## config.mk

```make
export PLATFORM = sky130hd
export DESIGN_NAME = as5311_emu_flat
export DESIGN_NICKNAME = d
export VERILOG_FILES = /design/src/rtl/as5311_emu_pkg.sv /design/src/rtl/as5311_emu_if.sv /design/src/rtl/as5311_emu_pin_sync.sv /design/src/rtl/as5311_emu.sv /design/src/flat_wrapper.sv
export SDC_FILE = /design/constraint.sdc
export NUM_CORES = 1
export LEC_CHECK = 0
export ABC_AREA = 1
export CAP_MARGIN = 20
export CORE_MARGIN = 5
export CORE_UTILIZATION = 33
export CTS_BUF_LIST = sky130_fd_sc_hd__clkbuf_8
export CTS_CLUSTER_DIAMETER = 120
export DETAILED_ROUTE_END_ITERATION = 10
export PLACE_DENSITY = 0.54
export SLEW_MARGIN = 5
export SYNTH_ARGS = -nofsm -noshare
export SYNTH_HDL_FRONTEND = slang
export SYNTH_SLANG_ARGS = --single-unit
export TNS_END_PERCENT = 100
```

## constraint.sdc

```tcl
create_clock -name clk -period 3.5 [get_ports clk]
set_clock_uncertainty 0.1 [all_clocks]
set_input_delay 0.7 -clock clk [delete_from_list [all_inputs] [get_ports clk]]
set_output_delay 0.7 -clock clk [all_outputs]
set_load 0.01 [all_outputs]
```

## src/rtl/as5311_emu_pkg.sv

```systemverilog
`default_nettype none
// ============================================================================
// Module   : as5311_pkg
// Brief    : Shared constants, state encoding and frame builder for the
//            AS5311 SSI emulator and its reader counterpart.
// Revision : 1.0
// ============================================================================
package as5311_pkg;

   localparam int BITSIZE   = 18;
   localparam int DATA_BITS = 12;
   localparam int STAT_BITS = 6;

   // Bit positions inside the 5-bit stat_in vector (PAR is computed, not input)
   localparam int ST_OCF    = 4;
   localparam int ST_COF    = 3;
   localparam int ST_LIN    = 2;
   localparam int ST_MAGINC = 1;
   localparam int ST_MAGDEC = 0;

   typedef enum logic [1:0] {
      IDLE  = 2'd0,
      SHIFT = 2'd1,
      DRAIN = 2'd2
   } state_e;

   // Frame-type encodings shared with the reader
   localparam logic FT_POS = 1'b1;
   localparam logic FT_MAG = 1'b0;

   // Build {value, status, PAR}; PAR makes the total number of ones even
   function automatic logic [BITSIZE-1:0] build_frame(
      input logic [DATA_BITS-1:0] value,
      input logic [STAT_BITS-2:0] stat
   );
      return {value, stat, ^{value, stat}};
   endfunction

endpackage
`default_nettype wire

```

## src/rtl/as5311_emu_if.sv

```systemverilog
`default_nettype none
// ============================================================================
// Module   : as5311_emu_if
// Brief    : Three-wire SSI link between sensor master and encoder emulator.
// Revision : 1.0
// ============================================================================
interface as5311_emu_if;

   logic ssi_clk;   // master clock, idles high
   logic ssi_cs;    // chip select, active low
   logic ssi_do;    // serial data towards the master

   modport master (output ssi_clk, output ssi_cs, input ssi_do);
   modport slave  (input ssi_clk, input ssi_cs, output ssi_do);

endinterface
`default_nettype wire

```

## src/rtl/as5311_emu_pin_sync.sv

```systemverilog
`default_nettype none
// ============================================================================
// Module   : ssi_pin_sync
// Brief    : Multi-flop synchronizer for one async pin plus edge detection.
//            All flops reset to 1 because both SSI pins idle high.
// Revision : 1.0
// ============================================================================
module ssi_pin_sync #(
   parameter int SYNC_STAGES = 2
) (
   input  logic clk,
   input  logic rst_n,
   input  logic pin_i,
   output logic level_o,
   output logic rise_o,
   output logic fall_o
);

   logic [SYNC_STAGES-1:0] sync_q;
   logic                   prev_q;

   // Shift the pin through the synchronizer chain, remember last synced level
   always_ff @(posedge clk or negedge rst_n) begin
      if (!rst_n) begin
         sync_q <= '1;
         prev_q <= 1'b1;
      end else begin
         sync_q <= {sync_q[SYNC_STAGES-2:0], pin_i};
         prev_q <= sync_q[SYNC_STAGES-1];
      end
   end

   assign level_o = sync_q[SYNC_STAGES-1];
   assign rise_o  = sync_q[SYNC_STAGES-1] & ~prev_q;
   assign fall_o  = ~sync_q[SYNC_STAGES-1] & prev_q;

endmodule
`default_nettype wire

```

## src/rtl/as5311_emu.sv

```systemverilog
`default_nettype none
// ============================================================================
// Module   : as5311_emu
// Brief    : SSI responder emulating one AS5311 encoder. Snapshots position or
//            magnitude at CS fall and shifts an 18-bit frame out on DO.
// Revision : 1.0
// ============================================================================
module as5311_emu
   import as5311_pkg::*;
#(
   parameter int SYNC_STAGES = 2
) (
   input  logic                 clk,
   input  logic                 rst_n,
   as5311_emu_if.slave          ssi,
   input  logic [DATA_BITS-1:0] pos_in,
   input  logic [DATA_BITS-1:0] mag_in,
   input  logic [STAT_BITS-2:0] stat_in,
   output logic                 frame_done,
   output logic                 frame_abort,
   output logic                 frame_type,
   output logic [15:0]          frame_cnt
);

   localparam int c_CNT_W   = $clog2(BITSIZE + 1);
   // Cycles until the reset-loaded 1s have left the synchronizer/edge flops
   localparam int c_FLUSH   = SYNC_STAGES + 1;
   localparam int c_FLUSH_W = $clog2(c_FLUSH + 1);

   logic clk_lvl, clk_rise, clk_fall_unused;
   logic cs_lvl, cs_rise, cs_fall;

   ssi_pin_sync #(.SYNC_STAGES(SYNC_STAGES)) u_sync_clk (
      .clk(clk), .rst_n(rst_n), .pin_i(ssi.ssi_clk),
      .level_o(clk_lvl), .rise_o(clk_rise), .fall_o(clk_fall_unused)
   );

   ssi_pin_sync #(.SYNC_STAGES(SYNC_STAGES)) u_sync_cs (
      .clk(clk), .rst_n(rst_n), .pin_i(ssi.ssi_cs),
      .level_o(cs_lvl), .rise_o(cs_rise), .fall_o(cs_fall)
   );

   state_e               state_q, state_d;
   logic [BITSIZE-1:0]   shreg_q, shreg_d;
   logic [c_CNT_W-1:0]   bitcnt_q, bitcnt_d;
   logic                 do_q, do_d;
   logic                 done_q, done_d;
   logic                 abort_q, abort_d;
   logic                 type_q, type_d;
   logic [15:0]          cnt_q, cnt_d;
   logic [c_FLUSH_W-1:0] flush_q;
   logic                 armed_q;
   logic                 flushed;

   // A frame may only start once CS has been seen genuinely high after reset,
   // so a CS held low through reset cannot start a bogus frame.
   assign flushed = (flush_q == c_FLUSH_W'(c_FLUSH));

   // Post-reset flush counter and CS arming flag
   always_ff @(posedge clk or negedge rst_n) begin
      if (!rst_n) begin
         flush_q <= '0;
         armed_q <= 1'b0;
      end else begin
         if (!flushed) flush_q <= flush_q + c_FLUSH_W'(1);
         armed_q <= armed_q | (flushed & cs_lvl);
      end
   end

   // FSM state register
   always_ff @(posedge clk or negedge rst_n) begin
      if (!rst_n) state_q <= IDLE;
      else        state_q <= state_d;
   end

   // FSM next-state logic; CS rise takes priority over a coincident clock rise
   always_comb begin
      state_d = state_q;
      case (state_q)
         IDLE:    if (cs_fall && armed_q) state_d = SHIFT;
         SHIFT: begin
            if (cs_rise)                                         state_d = IDLE;
            else if (clk_rise && bitcnt_q == c_CNT_W'(1))        state_d = DRAIN;
         end
         DRAIN:   if (cs_rise) state_d = IDLE;
         default: state_d = IDLE;
      endcase
   end

   // FSM output/datapath logic: frame load, bit shifting, completion pulses
   always_comb begin
      shreg_d  = shreg_q;
      bitcnt_d = bitcnt_q;
      do_d     = do_q;
      done_d   = 1'b0;
      abort_d  = 1'b0;
      type_d   = type_q;
      cnt_d    = cnt_q;
      case (state_q)
         IDLE: begin
            if (cs_fall && armed_q) begin
               type_d   = clk_lvl ? FT_POS : FT_MAG;
               shreg_d  = build_frame(clk_lvl ? pos_in : mag_in, stat_in);
               bitcnt_d = c_CNT_W'(BITSIZE);
               do_d     = 1'b0;   // leading dummy bit
            end
         end
         SHIFT: begin
            if (cs_rise) begin
               do_d     = 1'b1;
               abort_d  = 1'b1;
               bitcnt_d = '0;
            end else if (clk_rise) begin
               do_d     = shreg_q[BITSIZE-1];
               shreg_d  = {shreg_q[BITSIZE-2:0], 1'b0};
               bitcnt_d = bitcnt_q - c_CNT_W'(1);
            end
         end
         DRAIN: begin
            if (cs_rise) begin
               do_d   = 1'b1;
               done_d = 1'b1;
               cnt_d  = cnt_q + 16'd1;
            end else if (clk_rise) begin
               do_d = 1'b0;
            end
         end
         default: do_d = 1'b1;
      endcase
   end

   // Datapath registers
   always_ff @(posedge clk or negedge rst_n) begin
      if (!rst_n) begin
         shreg_q  <= '0;
         bitcnt_q <= '0;
         do_q     <= 1'b1;
         done_q   <= 1'b0;
         abort_q  <= 1'b0;
         type_q   <= 1'b0;
         cnt_q    <= '0;
      end else begin
         shreg_q  <= shreg_d;
         bitcnt_q <= bitcnt_d;
         do_q     <= do_d;
         done_q   <= done_d;
         abort_q  <= abort_d;
         type_q   <= type_d;
         cnt_q    <= cnt_d;
      end
   end

   assign ssi.ssi_do  = do_q;
   assign frame_done  = done_q;
   assign frame_abort = abort_q;
   assign frame_type  = type_q;
   assign frame_cnt   = cnt_q;

endmodule
`default_nettype wire

```

## src/flat_wrapper.sv

```systemverilog
// flat-port wrapper written by rule: the top's interface ports become plain ports
module as5311_emu_flat import as5311_pkg::*;
#(
   parameter int SYNC_STAGES = 2
)
  (clk, rst_n, pos_in, mag_in, stat_in, frame_done, frame_abort, frame_type, frame_cnt, ssi_ssi_clk, ssi_ssi_cs, ssi_ssi_do);
  as5311_emu_if ssi_i ();
  input  logic clk;
  input  logic rst_n;
  input  logic [DATA_BITS-1:0] pos_in;
  input  logic [DATA_BITS-1:0] mag_in;
  input  logic [STAT_BITS-2:0] stat_in;
  output logic frame_done;
  output logic frame_abort;
  output logic frame_type;
  output logic [15:0] frame_cnt;
  input wire logic [$bits(ssi_i.ssi_clk)-1:0] ssi_ssi_clk;
  input wire logic [$bits(ssi_i.ssi_cs)-1:0] ssi_ssi_cs;
  output wire logic [$bits(ssi_i.ssi_do)-1:0] ssi_ssi_do;
  assign ssi_i.ssi_clk = ssi_ssi_clk;
  assign ssi_i.ssi_cs = ssi_ssi_cs;
  assign ssi_ssi_do = ssi_i.ssi_do;
  as5311_emu #(.SYNC_STAGES(SYNC_STAGES)) u_core (.clk(clk), .rst_n(rst_n), .ssi(ssi_i), .pos_in(pos_in), .mag_in(mag_in), .stat_in(stat_in), .frame_done(frame_done), .frame_abort(frame_abort), .frame_type(frame_type), .frame_cnt(frame_cnt));
endmodule
```

==> results.md <==
* Status: complete, no violations
* Reg2reg setup slack at 1060 ps
* Num CTS Buffers at 5
* Slew @ Worst Pin at 584 ps
* Reg power frac at 0.446
* Main flop type after synthesis: dfrtp_1
* CORE AREA at 0.00911 sq mm
* Multi-input gate area at 0.00146 sq mm
* Post-synthesis xor/xnor area fraction at 0.0595
* Post-CTS setup buffers at 0
* Post-Synth Adder-Cell Area at 0.0164
* IO buf count at 52
* Placed cells at 559
* Flip-flop and latch area at 0.00136 sq mm
* Setup TNS at 0 ps
* Int Power at 1280 uW
* Tcrit/Tclk final at 0.698
* Pwr Density at 539 mW/mm^2
* Synthesized area at 0.00305 sq mm
* Drt wl/cell at 11.4 um
* # fillers at 905
* Post-Route WL at 6450 um
* Rel. slew slack at 0.611
* Synth async-reset ratio at 1.00
* # diodes at 0
* Nets@finish at 492
* Hold slack at 262 ps
* Die Span Y at 106 um
* Starting DRT DRC Count at 135
* Critical R2R Capture: u_core.bitcnt_q[2]
* Top-count cell post-synth: nand2_1
* CTS Hold Bufs at 0
* Simple-gate share of the synthesized area at 0.317
* Worst VDD drop at 0.000222 V
* Syn Nets at 441
* DRC viols at 0
* Hold path startpoint: u_core.u_sync_clk.sync_q[0]
* Syn-to-layout area delta at 23.9%
* Synth Register Bits at 54
* Post-CTS resize count at 0
* CP Data Required Time at 3570 ps
* Layout Cells excl Fill at 567
* Finish-stage setup viols at 0
* CTS tree: done
* Share of synthesized area spent on multiplexers at 0.00739
* Seq/Total Area, Yosys at 0.446
* Sw power at 759 uW
* Routability cong. at 0.744
* H-Tree Level Count at 2
* GRT overflow at 0
* Worst EP arrival at 2520 ps
* Antenna viol nets, final at 0
* Crit Path Max Fanout at 24
* Leak Pwr at 0.00191 uW
* Unique masters post-synth at 30
* Vias per cell at 4.55
* # IOs at 53
* DRT Pass-1 Iters at 4
* Die X at 106 um
* Max-Cap Viols at 0
* RSZ-0062 raised after global routing: no
* Commonest cells post-synth: nand2_1, dfrtp_1, inv_1, nor2_1, a31oi_1
* Avg Inst Size Synth at 7.54 sq um
* Num Clock Sinks at 54
* Initial Utilization at 0.335
* Root Buffer: clkbuf_8
* Logic pwr share at 0.367
* Clk_lat worst skew at 300 ps
* Vias in the first global route at 2556
* # rows at 35
* Critical Path Source Type: flop
* Fin crit period at 2440 ps
* Crit path from: u_core.u_sync_clk.sync_q[1]
* Initial antenna violation count at 0
* Vias at 2581
* Switch share at 0.373
* Synth top area cells: dfrtp_1, nand2_1, dfstp_2
* Share of layout cells above drive strength 1 at 0.0987
* Reg2reg start: u_core.u_sync_clk.sync_q[1]
* First-pass GRT wire length at 11400 um
* Final Hold Fails at 0
* Synth top area share at 0.386
* Tot GR Track Use at 0.122
* Clk buf depth at 2
* Hold Path Depth at 0
* Worst Hold End: u_core.u_sync_clk.sync_q[1]
* DP Wirelength at 4870 um
* EDFF count, synth at 0
* Die area at 0.0113 sq mm
* CTS clk-pin slew, worst paths at 90 ps
* Slew Viols, Final at 0
* Crit. End Element: flop
* Clock share of power at 0.187
* Max frequency at 409 MHz
* Post-Syn Instances at 404
* Cell count of the worst reg-to-reg path at 9
* WS Path Type: reg -> reg
* Yosys top cell by area: dfrtp_1
* Pin count of the biggest net entering global routing at 35
* Largest family of logic cells by synthesized area: simple AND/OR/NAND/NOR gates
* Post-synthesis compound-gate area fraction at 0.0772
* Hold Path Class: reg -> reg
* Syn. warnings at 0
## how the worst max path moves through the flow
stage,to,slack [ps],depth (start not counted)
after floorplan,u_core.frame_cnt[12],1640,10
after global placement,u_core.bitcnt_q[2],1130,9
after detailed placement,u_core.bitcnt_q[2],1050,9
after CTS,u_core.bitcnt_q[2],1030,9
after global routing,u_core.bitcnt_q[2],790,9
final,u_core.bitcnt_q[2],1060,9
## layer usage
layer | global-route usage | part of all wire
met5 | 0 | 0
met4 | 0.0278 | 0.0082
met2 | 0.209 | 0.48
met3 | 0.0267 | 0.035
met1 | 0.157 | 0.48
## through the flow
step | power [uW] | utilization | cell area, sq um | setup WS, ps
4_1_cts | 2070 | 0.414 | 3770 | 1030
3_3_place_gp | 1670 | 0.403 | 3670 | 1130
3_5_place_dp | 1680 | 0.403 | 3670 | 1050
2_1_floorplan | 1430 | - | 3050 | 1640
6_report | 2040 | 0.414 | 3770 | 1060
5_1_grt | 2240 | 0.414 | 3770 | 789
## layout make-up
type	instances	share of cell area
clock buffer	7	0.0255
clock inverter	1	0.00232
inverter	49	0.0487
multi-input combinational	291	0.386
sequential	54	0.360
tap	111	0.0368
timing repair buffer	54	0.141
## flip-flops by register name, summed over array words and instances, names as in the netlist
name                      flops
u_core.armed_q                1
u_core.shreg_q               18
u_core.state_q                2
u_core.frame_done             1
u_core.ssi.ssi_do             1
u_core.u_sync_cs.prev_q       1
u_core.u_sync_clk.prev_q      1
u_core.frame_abort            1
u_core.u_sync_clk.sync_q      2
u_core.u_sync_cs.sync_q       2
u_core.flush_q                2
u_core.bitcnt_q               5
u_core.frame_type             1
u_core.frame_cnt             16
## power groups by stage
stage	Combinational (uW)	Clock (uW)	Sequential, uW
floorplan	528	0	905
global placement	749	0	916
detailed placement	757	0	920
CTS	759	400	910
global route	878	423	934
finish	747	380	908
## layout by cell type, fill, tap and decap left out, drive strengths merged, types with 2 or more instances in the layout
cell           instances
ha                     4
o21ai                 16
nor3                   3
dfstp                  7
a31oi                 18
inv                   49
clkdlybuf4s50         51
a21oi                  2
mux2                   2
nand2                171
nand3                 14
xnor2                 10
buf                    3
clkbuf                 7
dfrtp                 47
xor2                   9
nor2                  37
## logic make-up (layout without fill, tap and decap cells)
family | count (synthesis) | after routing
xor gates and xnor gates | 19 | 19
buffers and inverters | 59 | 111
adders and majority gates | 4 | 4
AOI/OAI and AO/OA | 39 | 39
and+or+nand+nor | 227 | 227
DFF | 54 | 54
muxes | 2 | 2
## critical path, cell delays in order (launching register included)
cell and delay [ps]:
dfstp_2 800, inv_2 270, nor2_2 160, inv_1 70
nand2_1 60, nand2_1 60, nor2_1 380, inv_1 150
o21ai_0 200, a31oi_1 60
(Power assumes the default switching activity.)
